$ cat src/rtl/weight_addrgen_mp.sv
// Multi-port weight-RAM address generator: walks k/o/g counters and issues NUM_PORTS addresses per enabled beat.
// Optional abort input is compiled in when WADDR_ABORT_EN is defined.
module weight_addrgen_mp #(
   parameter int unsigned ADDR_WIDTH = 12,
   parameter int unsigned NUM_PORTS  = 2,
   parameter int unsigned CNT_WIDTH  = 10
) (
   input  logic                              clk,
   input  logic                              reset,
   input  logic                              start,
   input  logic [ADDR_WIDTH-1:0]             cfg_base,
   input  logic [CNT_WIDTH-1:0]              cfg_k_m1,
   input  logic [CNT_WIDTH-1:0]              cfg_pix_m1,
   input  logic [CNT_WIDTH-1:0]              cfg_grp_m1,
   input  logic                              enable,
`ifdef WADDR_ABORT_EN
   input  logic                              abort,
`endif
   output logic [NUM_PORTS*ADDR_WIDTH-1:0]   addr,
   output logic                              addr_valid,
   output logic                              addr_last,
   output logic                              busy,
   output logic                              done
);

   localparam int unsigned BUS_WIDTH = NUM_PORTS * ADDR_WIDTH;
   localparam logic [ADDR_WIDTH-1:0] PORT_STEP = ADDR_WIDTH'(NUM_PORTS);
   localparam logic [CNT_WIDTH-1:0]  CNT_ONE   = CNT_WIDTH'(1);

   typedef enum logic [1:0] {
      IDLE = 2'd0,
      RUN  = 2'd1,
      DONE = 2'd2
   } state_t;

   state_t                 state;
   logic [ADDR_WIDTH-1:0]  base_q;
   logic [CNT_WIDTH-1:0]   k_m1_q;
   logic [CNT_WIDTH-1:0]   pix_m1_q;
   logic [CNT_WIDTH-1:0]   grp_m1_q;
   logic [CNT_WIDTH-1:0]   k_cnt;
   logic [CNT_WIDTH-1:0]   o_cnt;
   logic [CNT_WIDTH-1:0]   g_cnt;
   logic [ADDR_WIDTH-1:0]  k_off;
   logic [ADDR_WIDTH-1:0]  grp_off;

   logic                   abort_c;
   logic                   k_last_c;
   logic                   o_last_c;
   logic                   g_last_c;
   logic                   run_last_c;
   logic [ADDR_WIDTH-1:0]  beat_base_c;
   logic [BUS_WIDTH-1:0]   beat_addr_c;

`ifdef WADDR_ABORT_EN
   assign abort_c = abort;
`else
   assign abort_c = 1'b0;
`endif

   assign k_last_c   = (k_cnt == k_m1_q);
   assign o_last_c   = (o_cnt == pix_m1_q);
   assign g_last_c   = (g_cnt == grp_m1_q);
   assign run_last_c = k_last_c & o_last_c & g_last_c;

   // Per-port addresses for the current counter state; o does not contribute (weights reused per pixel).
   always_comb begin
      beat_base_c = base_q + grp_off + k_off;
      beat_addr_c = '0;
      for (int p = 0; p < NUM_PORTS; p++) begin
         beat_addr_c[p*ADDR_WIDTH +: ADDR_WIDTH] = beat_base_c + ADDR_WIDTH'(p);
      end
   end

   // Control, counters and registered outputs.
   always_ff @(posedge clk or posedge reset) begin
      if (reset) begin
         state      <= IDLE;
         base_q     <= '0;
         k_m1_q     <= '0;
         pix_m1_q   <= '0;
         grp_m1_q   <= '0;
         k_cnt      <= '0;
         o_cnt      <= '0;
         g_cnt      <= '0;
         k_off      <= '0;
         grp_off    <= '0;
         addr       <= '0;
         addr_valid <= 1'b0;
         addr_last  <= 1'b0;
         busy       <= 1'b0;
         done       <= 1'b0;
      end else begin
         case (state)
            IDLE: begin
               addr_valid <= 1'b0;
               addr_last  <= 1'b0;
               done       <= 1'b0;
               if (start) begin
                  base_q   <= cfg_base;
                  k_m1_q   <= cfg_k_m1;
                  pix_m1_q <= cfg_pix_m1;
                  grp_m1_q <= cfg_grp_m1;
                  k_cnt    <= '0;
                  o_cnt    <= '0;
                  g_cnt    <= '0;
                  k_off    <= '0;
                  grp_off  <= '0;
                  busy     <= 1'b1;
                  state    <= RUN;
               end
            end

            RUN: begin
               if (abort_c) begin
                  k_cnt      <= '0;
                  o_cnt      <= '0;
                  g_cnt      <= '0;
                  k_off      <= '0;
                  grp_off    <= '0;
                  addr_valid <= 1'b0;
                  addr_last  <= 1'b0;
                  done       <= 1'b0;
                  busy       <= 1'b0;
                  state      <= IDLE;
               end else if (enable) begin
                  addr       <= beat_addr_c;
                  addr_valid <= 1'b1;
                  addr_last  <= run_last_c;
                  done       <= run_last_c;
                  if (k_last_c) begin
                     k_cnt <= '0;
                     k_off <= '0;
                     if (o_last_c) begin
                        o_cnt <= '0;
                        if (g_last_c) begin
                           state <= DONE;
                        end else begin
                           g_cnt   <= g_cnt + CNT_ONE;
                           // k_off is (K-1)*NUM_PORTS here, so this adds K*NUM_PORTS.
                           grp_off <= grp_off + k_off + PORT_STEP;
                        end
                     end else begin
                        o_cnt <= o_cnt + CNT_ONE;
                     end
                  end else begin
                     k_cnt <= k_cnt + CNT_ONE;
                     k_off <= k_off + PORT_STEP;
                  end
               end else begin
                  addr_valid <= 1'b0;
                  addr_last  <= 1'b0;
                  done       <= 1'b0;
               end
            end

            DONE: begin
               k_cnt      <= '0;
               o_cnt      <= '0;
               g_cnt      <= '0;
               k_off      <= '0;
               grp_off    <= '0;
               addr_valid <= 1'b0;
               addr_last  <= 1'b0;
               done       <= 1'b0;
               busy       <= 1'b0;
               state      <= IDLE;
            end

            default: begin
               addr_valid <= 1'b0;
               addr_last  <= 1'b0;
               done       <= 1'b0;
               busy       <= 1'b0;
               state      <= IDLE;
            end
         endcase
      end
   end

endmodule

$ cat config.mk
export PLATFORM = sky130hd
export DESIGN_NAME = weight_addrgen_mp
export DESIGN_NICKNAME = d
export VERILOG_FILES = /design/src/rtl/weight_addrgen_mp.sv
export SDC_FILE = /design/constraint.sdc
export NUM_CORES = 1
export LEC_CHECK = 0
export CAP_MARGIN = 0
export CORE_ASPECT_RATIO = 0.7
export CORE_UTILIZATION = 35
export CTS_CLUSTER_SIZE = 28
export DETAILED_ROUTE_END_ITERATION = 10
export DONT_BUFFER_PORTS = 1
export SLEW_MARGIN = 0
export SYNTH_ARGS = -nofsm -noshare
export SYNTH_HDL_FRONTEND = slang
export SYNTH_SLANG_ARGS = --single-unit
export TNS_END_PERCENT = 20
$ cat constraint.sdc
create_clock -name clk -period 4.7 [get_ports clk]
set_input_delay 0.94 -clock clk [delete_from_list [all_inputs] [get_ports clk]]
set_output_delay 0.94 -clock clk [all_outputs]
set_load 0.05 [all_outputs]
==> run metrics <==
final setup fails=0; vias in the first global route=4959; unique cell type count in the Yosys netlist=59; register area share after synthesis=0.4497; post-synthesis compound-gate area fraction=0.1075; initial DRC count=215; DRC violations left=0; first-pass GRT wire length=25430 um; routed vias=4843; Yosys warning count=0; Slew Viols, Final=0; syn_area_per_cell=10.52 um^2; top post-synthesis cells by area=dfrtp_1 (45%), mux2_2 (7.7%), ha_1 (6.3%); CTS root buffer=clkbuf_16; routability cong.=0.8152; WP data required=5.03 ns; Final ANT Viol Nets=0; largest family of logic cells by synthesized area=simple AND/OR/NAND/NOR gates; die width=169.8 um; area occupied by multi-input gates=3635 um^2; clk sinks=124; Num CTS Buffers=17; final wirelength=15170 um; CTS Buffer Depth=2; relative slew slack=0.3524; Synth Area in XOR/XNOR=0.08377; RSZ-0062 raised after global routing=false; Pwr Total=4224 uW; fmax=0.2764 GHz; site row count=42; post-synth top area share=0.4497; layout net count=751; Slowest-stage cell, CP=or4_2; Critical Path Source Type=flip-flop; H-tree depth=4; largest area contributor in the netlist=dfrtp_1; IO Port Bufs=0; Peak VDD IR=0.2625 mV; CTS tree=yes; Synth Flop Type=dfrtp_1; CP Launch Point=k_off[1]; worst r2r src=k_off[1]; core area=19130 um^2; Worst-Skew Late Latency=0.42 ns; Synth Register Bits=124; min-delay src=grp_off[1]; Final Hold Fails=0; worst-path fanout max=5; layout cell share with drive strength beyond 1=0.1505; status=finished clean; final period utilization=0.7698; worst-path cell chain=inv_1 -> fa_1 -> inv_1 -> ha_1 -> fa_1 -> a211o_2 -> nand3_1 -> nand4_1 -> or4_2 -> nand4b_1 -> xnor2_1 -> o21ai_0; Syn-to-layout area delta=13.87%; skew final=0.01206 ns; worst-margin pin slew=0.9714 ns; Synth Area in Simple Gates=0.1578; Crit Path Class=flip-flop to flip-flop; Setup Buffers After CTS=0; filler cell count=1804; Die ar.=20290 um^2; Initial Util=0.3607; pwr dens=537.6 nW/um^2; Post-synth ARST share=1.000; Hold WC Path Type=flip-flop to flip-flop; leakage power=0.003455 uW; Hold Buf Count CTS=0; count leader, synth=dfrtp_1; mux cell area share after synthesis=0.07815; wire per inst=16.21 um; cell area after synthesis=6900 um^2; Tmin final=3.618 ns; final global-route overflow total=0; delay of the slowest critical-path stage=0.68 ns; DP HPWL=11110 um; Synth Instances=656; Synthesized Nets=749; Ports=74; largest net degree at the start of global routing=67; max cap viols=0; CTS resizes=0; number of synthesized flops with an enable pin=0; height of the die=119.5 um; crit end category=flip-flop; Via-to-Cell Ratio=5.174; adder-cell share of the synthesized area=0.09828; most common library cells after synthesis=dfrtp_1 (124), nand2_1 (73), mux2_2 (47), o21ai_0 (46), ha_1 (35); setup tns final=0 ns; register area=3103 um^2; Arr. time, crit path=3.95 ns; clk slew on worst S/H paths=0.05 ns; Initial DRT Pass Iterations=5; gr usage total=0.1619; initial antenna violation count=3
## sequential cells by signal, indices dropped and copies added, names as in the netlist
name / cells
state: 2
addr: 24
g_cnt: 10
pix_m1_q: 10
grp_off: 12
k_off: 11
done: 1
addr_valid: 1
busy: 1
k_cnt: 10
grp_m1_q: 10
o_cnt: 10
k_m1_q: 10
base_q: 12
## final timing paths
check / endpoint / slack (ns) / cells past startpoint
worst max-delay path: addr[22] / 1.08 / 12
worst min-delay path: grp_off[1] / 0.48 / 2
worst max register to register: addr[22] / 1.08 / 12
worst min register to register: grp_off[1] / 0.48 / 2
max in group asynchronous: k_off[11] / 3.28 / 2
min in group asynchronous: pix_m1_q[8] / 0.55 / 1
## per-layer routing
layer | up-vias | GRT usage | share of wire
met2 | 91 | 0.2464 | 0.46
met4 | 4 | 0.05631 | 0.010
met3 | 16 | 0.05284 | 0.049
met5 | - | 0 | 0.0018
met1 | 2411 | 0.2148 | 0.48
li1 | 2321 | - | -
## power breakdown
group | total [uW] | internal (uW) | switching [uW]
Clock | 1470 | 984 | 486
Combinational | 1010 | 473 | 533
Sequential | 1750 | 1250 | 494
## per-stage QoR
step / util / cell area, um^2 / hold WS [ns] / setup slack, ns / cells
after floorplan: - / 6900 / 0.4485 / 0.4608 / 656
after global placement: 0.3762 / 7196 / 0.4607 / 1.201 / 903
after detailed placement: 0.3762 / 7196 / 0.4756 / 1.091 / 903
after CTS: 0.4106 / 7855 / 0.4876 / 1.074 / 935
after global routing: 0.4106 / 7855 / 0.5287 / 0.8953 / 935
final: 0.4108 / 7858 / 0.4835 / 1.082 / 936
## cell usage in the layout (no fill, tap or decap), types with 7 or more instances in the layout
cell type and n:
xor2_1 34, a21oi_1 14, mux2_2 47, nor4_1 7, ha_1 35, nand2b_1 9
inv_1 18, o31ai_1 13, nor2_1 27, clkbuf_16 17, fa_1 12, nand4_1 12
nand2_1 73, nor2b_1 7, and3_1 10, nand3_1 24, nor3_1 9, o21ai_0 46
dfrtp_1 124, or3_1 10, xnor2_1 32
## layout make-up
| cell class | count | area share |
|---|---|---|
| timing repair buffer | 5 | 0.006369 |
| inverter | 20 | 0.009873 |
| sequential | 124 | 0.3949 |
| clock inverter | 10 | 0.02357 |
| antenna | 1 | 0.0003185 |
| tap | 264 | 0.04204 |
| clock buffer | 22 | 0.06035 |
| multi-input combinational | 490 | 0.4626 |
## critical path, delay by kind of cell (launching register included)
kind                     cells  cell delay (ns)
buffers and inverters        2             0.14
XOR/XNOR                     1             0.15
AO/OA/AOI/OAI                2             0.52
flip-flops                   1             0.41
AND/OR/NAND/NOR              4             1.15
adder cells (fa/ha/maj)      3             1.16
## cell families after synthesis
kind of cell,after synthesis
buffers and inverters,42
other,1
and+or+nand+nor,213
DFF,124
AOI/OAI and AO/OA,115
muxes,48
adders and majority gates,47
xor gates and xnor gates,66
Power figures use the tool's default switching activity.
